[src/rtl/fios_result_collector_if.sv]
// Interface bundling the result-word stream, the result handshake and the
// status outputs of fios_result_collector.
//   slave  : the collector itself
//   master : the side that drives pushes, start and ready (PE cascade / host)
interface fios_result_collector_if #(
  parameter int s = 16,
  parameter int W = 17
);
  logic           start_i;
  logic           res_push_i;
  logic [W:0]     res_word_i;
  logic [s*W-1:0] res_o;
  logic [1:0]     res_carry_o;
  logic           res_valid_o;
  logic           res_ready_i;
  logic           busy_o;
  logic           overflow_err_o;

  modport slave (
    input  start_i, res_push_i, res_word_i, res_ready_i,
    output res_o, res_carry_o, res_valid_o, busy_o, overflow_err_o
  );

  modport master (
    output start_i, res_push_i, res_word_i, res_ready_i,
    input  res_o, res_carry_o, res_valid_o, busy_o, overflow_err_o
  );
endinterface

[src/rtl/fios_result_collector.sv]
// fios_result_collector
//   Tail-end receiver of the FIOS PE cascade. Absorbs the RES_push word
//   stream leaving the last PE (LSW first), assembles s words of W bits into
//   one registered s*W-bit result and hands it off via valid/ready.
//
//   Optional feature macro: FIOS_RES_CARRY_NORM_EN
//     defined   : each incoming word (W+1 bits incl. PE carry-out) is added to
//                 a running 2-bit carry; the slot keeps the low W bits and the
//                 carry after the last word is presented on res_carry_o.
//     undefined : words are stored as-is (bit W ignored), res_carry_o = 0.
module fios_result_collector #(
  parameter int s = 16,
  parameter int W = 17
) (
  input  logic                      clock_i,
  input  logic                      reset_n_i,
  fios_result_collector_if.slave    bus
);

  // Counter width; a single-word result still needs one bit to keep the
  // arithmetic legal.
  localparam int CNT_W = (s > 1) ? $clog2(s) : 1;

  localparam logic [1:0] ST_IDLE    = 2'd0;
  localparam logic [1:0] ST_COLLECT = 2'd1;
  localparam logic [1:0] ST_HOLD    = 2'd2;

  logic [1:0]       state_q;
  logic [CNT_W-1:0] word_cnt_q;
  logic [s*W-1:0]   res_q;
  logic             ovf_q;

  logic             in_idle, in_collect, in_hold;
  logic             handshake;
  logic             arm;        // start that (re)opens a collection
  logic             accept;     // push that lands in a slot this cycle
  logic             last_word;  // accepted push fills the final slot
  logic [W-1:0]     slot_d;

  assign in_idle    = (state_q == ST_IDLE);
  assign in_collect = (state_q == ST_COLLECT);
  assign in_hold    = (state_q == ST_HOLD);

  assign handshake  = in_hold & bus.res_ready_i;

  // A start is honoured anywhere except while a result is held and not yet
  // taken; in HOLD it only counts together with the handshake.
  assign arm        = bus.start_i & (~in_hold | bus.res_ready_i);

  // A start in COLLECT aborts, so a push in the same cycle is discarded.
  assign accept     = in_collect & bus.res_push_i & ~bus.start_i;
  assign last_word  = accept & (word_cnt_q == CNT_W'(s - 1));

`ifdef FIOS_RES_CARRY_NORM_EN
  logic [1:0]   carry_q;
  logic [1:0]   res_carry_q;
  logic [W+1:0] sum;

  // Carry never exceeds 2, so W+2 bits hold word + carry without loss.
  assign sum    = {1'b0, bus.res_word_i} + {{W{1'b0}}, carry_q};
  assign slot_d = sum[W-1:0];

  // Running carry: cleared whenever a collection is (re)opened.
  always_ff @(posedge clock_i or negedge reset_n_i) begin
    if (!reset_n_i)  carry_q <= 2'b00;
    else if (arm)    carry_q <= 2'b00;
    else if (accept) carry_q <= sum[W+1:W];
  end

  // Final carry is captured only when the result becomes complete.
  always_ff @(posedge clock_i or negedge reset_n_i) begin
    if (!reset_n_i)     res_carry_q <= 2'b00;
    else if (last_word) res_carry_q <= sum[W+1:W];
  end

  assign bus.res_carry_o = res_carry_q;
`else
  logic word_msb_unused;

  // The PE carry-out bit has no consumer without normalisation.
  assign word_msb_unused = bus.res_word_i[W];
  assign slot_d          = bus.res_word_i[W-1:0];
  assign bus.res_carry_o = 2'b00;
`endif

  // Control FSM: IDLE -> COLLECT on start, COLLECT -> HOLD on the s-th word,
  // HOLD -> IDLE (or straight back to COLLECT) on the handshake.
  always_ff @(posedge clock_i or negedge reset_n_i) begin
    if (!reset_n_i) begin
      state_q    <= ST_IDLE;
      word_cnt_q <= '0;
    end else begin
      case (state_q)
        ST_IDLE: begin
          if (bus.start_i) begin
            state_q    <= ST_COLLECT;
            word_cnt_q <= '0;
          end
        end
        ST_COLLECT: begin
          if (bus.start_i) begin
            word_cnt_q <= '0;
          end else if (bus.res_push_i) begin
            // Counter parks at s-1 on the last word instead of wrapping.
            if (last_word) state_q    <= ST_HOLD;
            else           word_cnt_q <= word_cnt_q + CNT_W'(1);
          end
        end
        ST_HOLD: begin
          if (handshake) begin
            word_cnt_q <= '0;
            state_q    <= bus.start_i ? ST_COLLECT : ST_IDLE;
          end
        end
        default: begin
          state_q    <= ST_IDLE;
          word_cnt_q <= '0;
        end
      endcase
    end
  end

  // Slot write: the accepted word goes to the slot addressed by word_cnt.
  always_ff @(posedge clock_i or negedge reset_n_i) begin
    if (!reset_n_i) begin
      res_q <= '0;
    end else if (accept) begin
      for (int k = 0; k < s; k++) begin
        if (word_cnt_q == CNT_W'(k)) res_q[k*W +: W] <= slot_d;
      end
    end
  end

  // Sticky error: a push arrived while no slot was open (IDLE or HOLD).
  always_ff @(posedge clock_i or negedge reset_n_i) begin
    if (!reset_n_i)                                ovf_q <= 1'b0;
    else if (bus.res_push_i && (in_idle || in_hold)) ovf_q <= 1'b1;
  end

  assign bus.res_o          = res_q;
  assign bus.res_valid_o    = in_hold;
  assign bus.busy_o         = in_collect;
  assign bus.overflow_err_o = ovf_q;

endmodule
[src/flat_wrapper.sv]
// flat-port wrapper written by rule: the top's interface ports become plain ports
module fios_result_collector_flat 
#(
  parameter int s = 16,
  parameter int W = 17
)
  (clock_i, reset_n_i, bus_start_i, bus_res_push_i, bus_res_word_i, bus_res_ready_i, bus_res_o, bus_res_carry_o, bus_res_valid_o, bus_busy_o, bus_overflow_err_o);
  fios_result_collector_if #(.s(s), .W(W)) bus_i ();
  input  logic clock_i;
  input  logic reset_n_i;
  input wire logic [$bits(bus_i.start_i)-1:0] bus_start_i;
  input wire logic [$bits(bus_i.res_push_i)-1:0] bus_res_push_i;
  input wire logic [$bits(bus_i.res_word_i)-1:0] bus_res_word_i;
  input wire logic [$bits(bus_i.res_ready_i)-1:0] bus_res_ready_i;
  output wire logic [$bits(bus_i.res_o)-1:0] bus_res_o;
  output wire logic [$bits(bus_i.res_carry_o)-1:0] bus_res_carry_o;
  output wire logic [$bits(bus_i.res_valid_o)-1:0] bus_res_valid_o;
  output wire logic [$bits(bus_i.busy_o)-1:0] bus_busy_o;
  output wire logic [$bits(bus_i.overflow_err_o)-1:0] bus_overflow_err_o;
  assign bus_i.start_i = bus_start_i;
  assign bus_i.res_push_i = bus_res_push_i;
  assign bus_i.res_word_i = bus_res_word_i;
  assign bus_i.res_ready_i = bus_res_ready_i;
  assign bus_res_o = bus_i.res_o;
  assign bus_res_carry_o = bus_i.res_carry_o;
  assign bus_res_valid_o = bus_i.res_valid_o;
  assign bus_busy_o = bus_i.busy_o;
  assign bus_overflow_err_o = bus_i.overflow_err_o;
  fios_result_collector #(.s(s), .W(W)) u_core (.clock_i(clock_i), .reset_n_i(reset_n_i), .bus(bus_i));
endmodule
[config.mk]
export PLATFORM = sky130hd
export DESIGN_NAME = fios_result_collector_flat
export DESIGN_NICKNAME = d
export VERILOG_FILES = /design/src/rtl/fios_result_collector_if.sv /design/src/rtl/fios_result_collector.sv /design/src/flat_wrapper.sv
export SDC_FILE = /design/constraint.sdc
export NUM_CORES = 1
export LEC_CHECK = 0
export ABC_AREA = 1
export CAP_MARGIN = 0
export CORE_ASPECT_RATIO = 0.5
export CORE_UTILIZATION = 45
export CTS_BUF_LIST = sky130_fd_sc_hd__clkbuf_4
export CTS_CLUSTER_SIZE = 28
export DETAILED_ROUTE_END_ITERATION = 10
export GPL_TIMING_DRIVEN = 0
export PLACE_DENSITY_LB_ADDON = 0.3
export REMOVE_ABC_BUFFERS = 1
export SYNTH_ARGS = -nofsm -noshare
export SYNTH_HDL_FRONTEND = slang
export SYNTH_SLANG_ARGS = --single-unit
[constraint.sdc]
create_clock -name clock_i -period 4.6 [get_ports clock_i]
set_input_delay 0.92 -clock clock_i [delete_from_list [all_inputs] [get_ports clock_i]]
set_output_delay 0.92 -clock clock_i [all_outputs]
set_load 0.01 [all_outputs]
==> results.ini <==
[outcome]
failed_checks=DRC
status=complete, but fails checks

[placement]
io_buffer_count=296
globalplace.congestion=0.820
dpl-instance-area_sq_um=13700
hpwlAfterDp_mm=20.6

[setup_path]
start_kind=primary input
worstSetupPathType=in -> reg
crit_arrival_ns=3.65
critical_path.max_fanout=39
critical_path.endpoint_type=flop
cp.required_ns=5.14

[routing]
drt_iter0_markers=626
viasPerCell=5.06
wl_per_cell_um=18.1
vias=8610
firstDrtPassIters=8
drc_errors=10
drt-total-wl_mm=30.9
final_antenna_net_count=0

[pwr]
p_per_area_nw_per_um2=390
power_frac_comb_pct=17.3
seqPwrFrac_pct=49.4
p_total_w=0.00564
netSwitchingFraction_pct=27.8
peakVddDrop_v=0.000178
p_leak_nw=6.79
p_int_w=0.00407
p_sw_w=0.00157
power_frac_clock_pct=33.2

[yosys]
synth_top_family_by_area=simple AND/OR/NAND/NOR gates
synth_compound_area_share_pct=10.8
synth_area_sq_um=10800
synthXorXnorAreaFrac_pct=0
syn_inst=1059
synth-simple-area-share_pct=17.7
ys_ff_latch=279
yosysSeqAreaShare_pct=64.9
yosys.area_share.adder_pct=0.465
synthMuxAreaShare_pct=0
syn_avg_cell_area_sq_um=10.2
synth_warnings=0
yosysUniqueCellTypes=23

[finish]
seq_area_sq_um=6980
multi_input_area_sq_um=3130
area_growth_pct=34.2
fin_area_sq_um=14400
drive_above_1_share_pct=9.69
final_util_pct=62.5
fill_cells=1944
nNetsFinal=1377

[die]
io_pins=300
die_area_sq_um=24600
core_area_sq_um=23100
die_x_um=221
die_h_um=111
start_util_pct=46.5
rows=39

[sta]
fin_crit_ns=3.11
rsz0062_at_grt=no
period_share_pct=67.5
hold_violations=0
fmax_mhz=322
fin_skew_ns=0.0381
tightestPinTransition_ns=1.26
maxSlewViolCount=0
maxSlewHeadroom_pct=15.9
whs_ns=0.204
finalSetupViolations=0

[clock_network]
clock_latency_ns=0.69
cts_setup_buffers=0
clk_root_buffer_cell=clkbuf_4
cts_max_path_buffers=3
cts_sinks=279
cts_buffers=61
clkTransAtPathRegs_ns=0.07
tritoncts=built
post_cts_resized=0
cts_hold_buf=0
htree_levels=2

[global_route]
antenna_found_initial=1
grt_pass1_vias=8597
grt_max_degree=110
track_usage_pct=25.5
grt-ovfl-total=0
grt_pass1_wl_mm=48.3

[job]
cap_violations=0

[min_path]
hp-class=in -> async

==> worst max-delay path, cell delays in order <==
cell             delay, ns
clkdlybuf4s50_1       0.46
nor2_2                0.20
nand2_2               0.09
nor2_4                0.21
buf_12                0.25
buf_12                0.25
nand2_1               0.77
o21ai_0               0.47
==> Yosys cell counts, drive strengths merged <==
| master | n | area [sq um] |
|---|---|---|
| o21ai | 224 | 1160 |
| dfrtp | 279 | 6980 |
| nand2 | 360 | 1440 |
| inv | 35 | 131 |
| buf | 52 | 448 |
| nand3 | 57 | 323 |
| o21bai | 1 | 7.51 |
| nor2 | 22 | 125 |
| conb | 1 | 3.75 |
| clkbuf | 21 | 78.8 |
| nand4 | 3 | 18.8 |
| ha | 4 | 50.1 |
==> cell families after synthesis <==
kind of cell | count (synthesis)
AND/OR/NAND/NOR | 442
flip-flops | 279
AO/OA/AOI/OAI | 225
buffers and inverters | 108
adder cells (fa/ha/maj) | 4
other | 1
==> per-stage QoR <==
step,setup slack [ns],setup TNS (ns),instances
2_1_floorplan,1.16,0,987
3_3_place_gp,-8.82,-2460.63,1590
3_5_place_dp,0.848,0,1594
4_1_cts,1.56,0,1700
5_1_grt,1.36,0,1703
6_report,1.49,0,1703
==> power by group through the flow <==
stage                     sequential [W]  combinational, W  clock (W)
final                            0.00279          0.000977    0.00187
after global routing             0.00281           0.00106    0.00206
after floorplan                  0.00293          0.000251          0
after detailed placement         0.00283          0.000986          0
after global placement           0.00283          0.000953          0
after CTS                        0.00279          0.000989    0.00192
==> layer usage <==
layer	vias up	track usage, %	wire length [um]
li1	4046	-	-
met1	4229	34.9	13700
met2	274	41.1	14700
met3	61	5.11	1700
met4	0	8.17	807
met5	-	0	0
==> flip-flops by register name, indices dropped and copies added, names as in the netlist <==
register and cells:
u_core.word_cnt_q 4, u_core.bus.overflow_err_o 1, u_core.state_q 2, u_core.bus.res_o 272
==> layout make-up <==
type	instances	share of cell area [%]
Clock buffer	94	4.88
Multi-Input combinational cell	673	21.7
Antenna cell	3	0.0520
Inverter	35	0.909
Sequential cell	279	48.3
Timing Repair Buffer	300	21.2
Tap cell	307	2.66
Clock inverter	12	0.312
==> cell usage in the layout, fill, tap and decap left out <==
| cell type | netlist | final |
|---|---|---|
| clkbuf_4 | 0 | 94 |
| ha_1 | 4 | 4 |
| nand2_2 | 2 | 2 |
| buf_16 | 0 | 2 |
| conb_1 | 1 | 2 |
| o21ai_2 | 10 | 10 |
| nand4_1 | 3 | 3 |
| nor2_1 | 15 | 15 |
| clkdlybuf4s50_1 | 0 | 295 |
| o21bai_1 | 1 | 1 |
| nand3_4 | 3 | 3 |
| o21ai_0 | 37 | 37 |
| nand2_4 | 11 | 11 |
| diode_2 | 0 | 3 |
| dfrtp_1 | 279 | 279 |
| o21ai_1 | 177 | 177 |
| nor2_2 | 2 | 2 |
| clkinv_1 | 0 | 12 |
| nor2_4 | 5 | 5 |
| nand2_1 | 347 | 347 |
| buf_12 | 1 | 2 |
| nand3_1 | 54 | 54 |
| inv_2 | 3 | 3 |
| buf_8 | 0 | 1 |
| inv_1 | 32 | 32 |
==> worst paths after layout <==
check                                         to  cells past startpoint  slack (ns)            startpoint
max                         u_core.bus.res_o[72]                      8        1.49           bus_start_i
min                        u_core.bus.res_o[271]                      1        0.20             reset_n_i
max reg2reg                 u_core.bus.res_o[72]                      7        1.81     u_core.state_q[1]
min reg2reg                 u_core.bus.res_o[57]                      2        0.47  u_core.bus.res_o[57]
max in group asynchronous   u_core.bus.res_o[47]                      2        3.41             reset_n_i
min in group clock_i        u_core.bus.res_o[57]                      2        0.47  u_core.bus.res_o[57]
(Power assumes the default switching activity.)
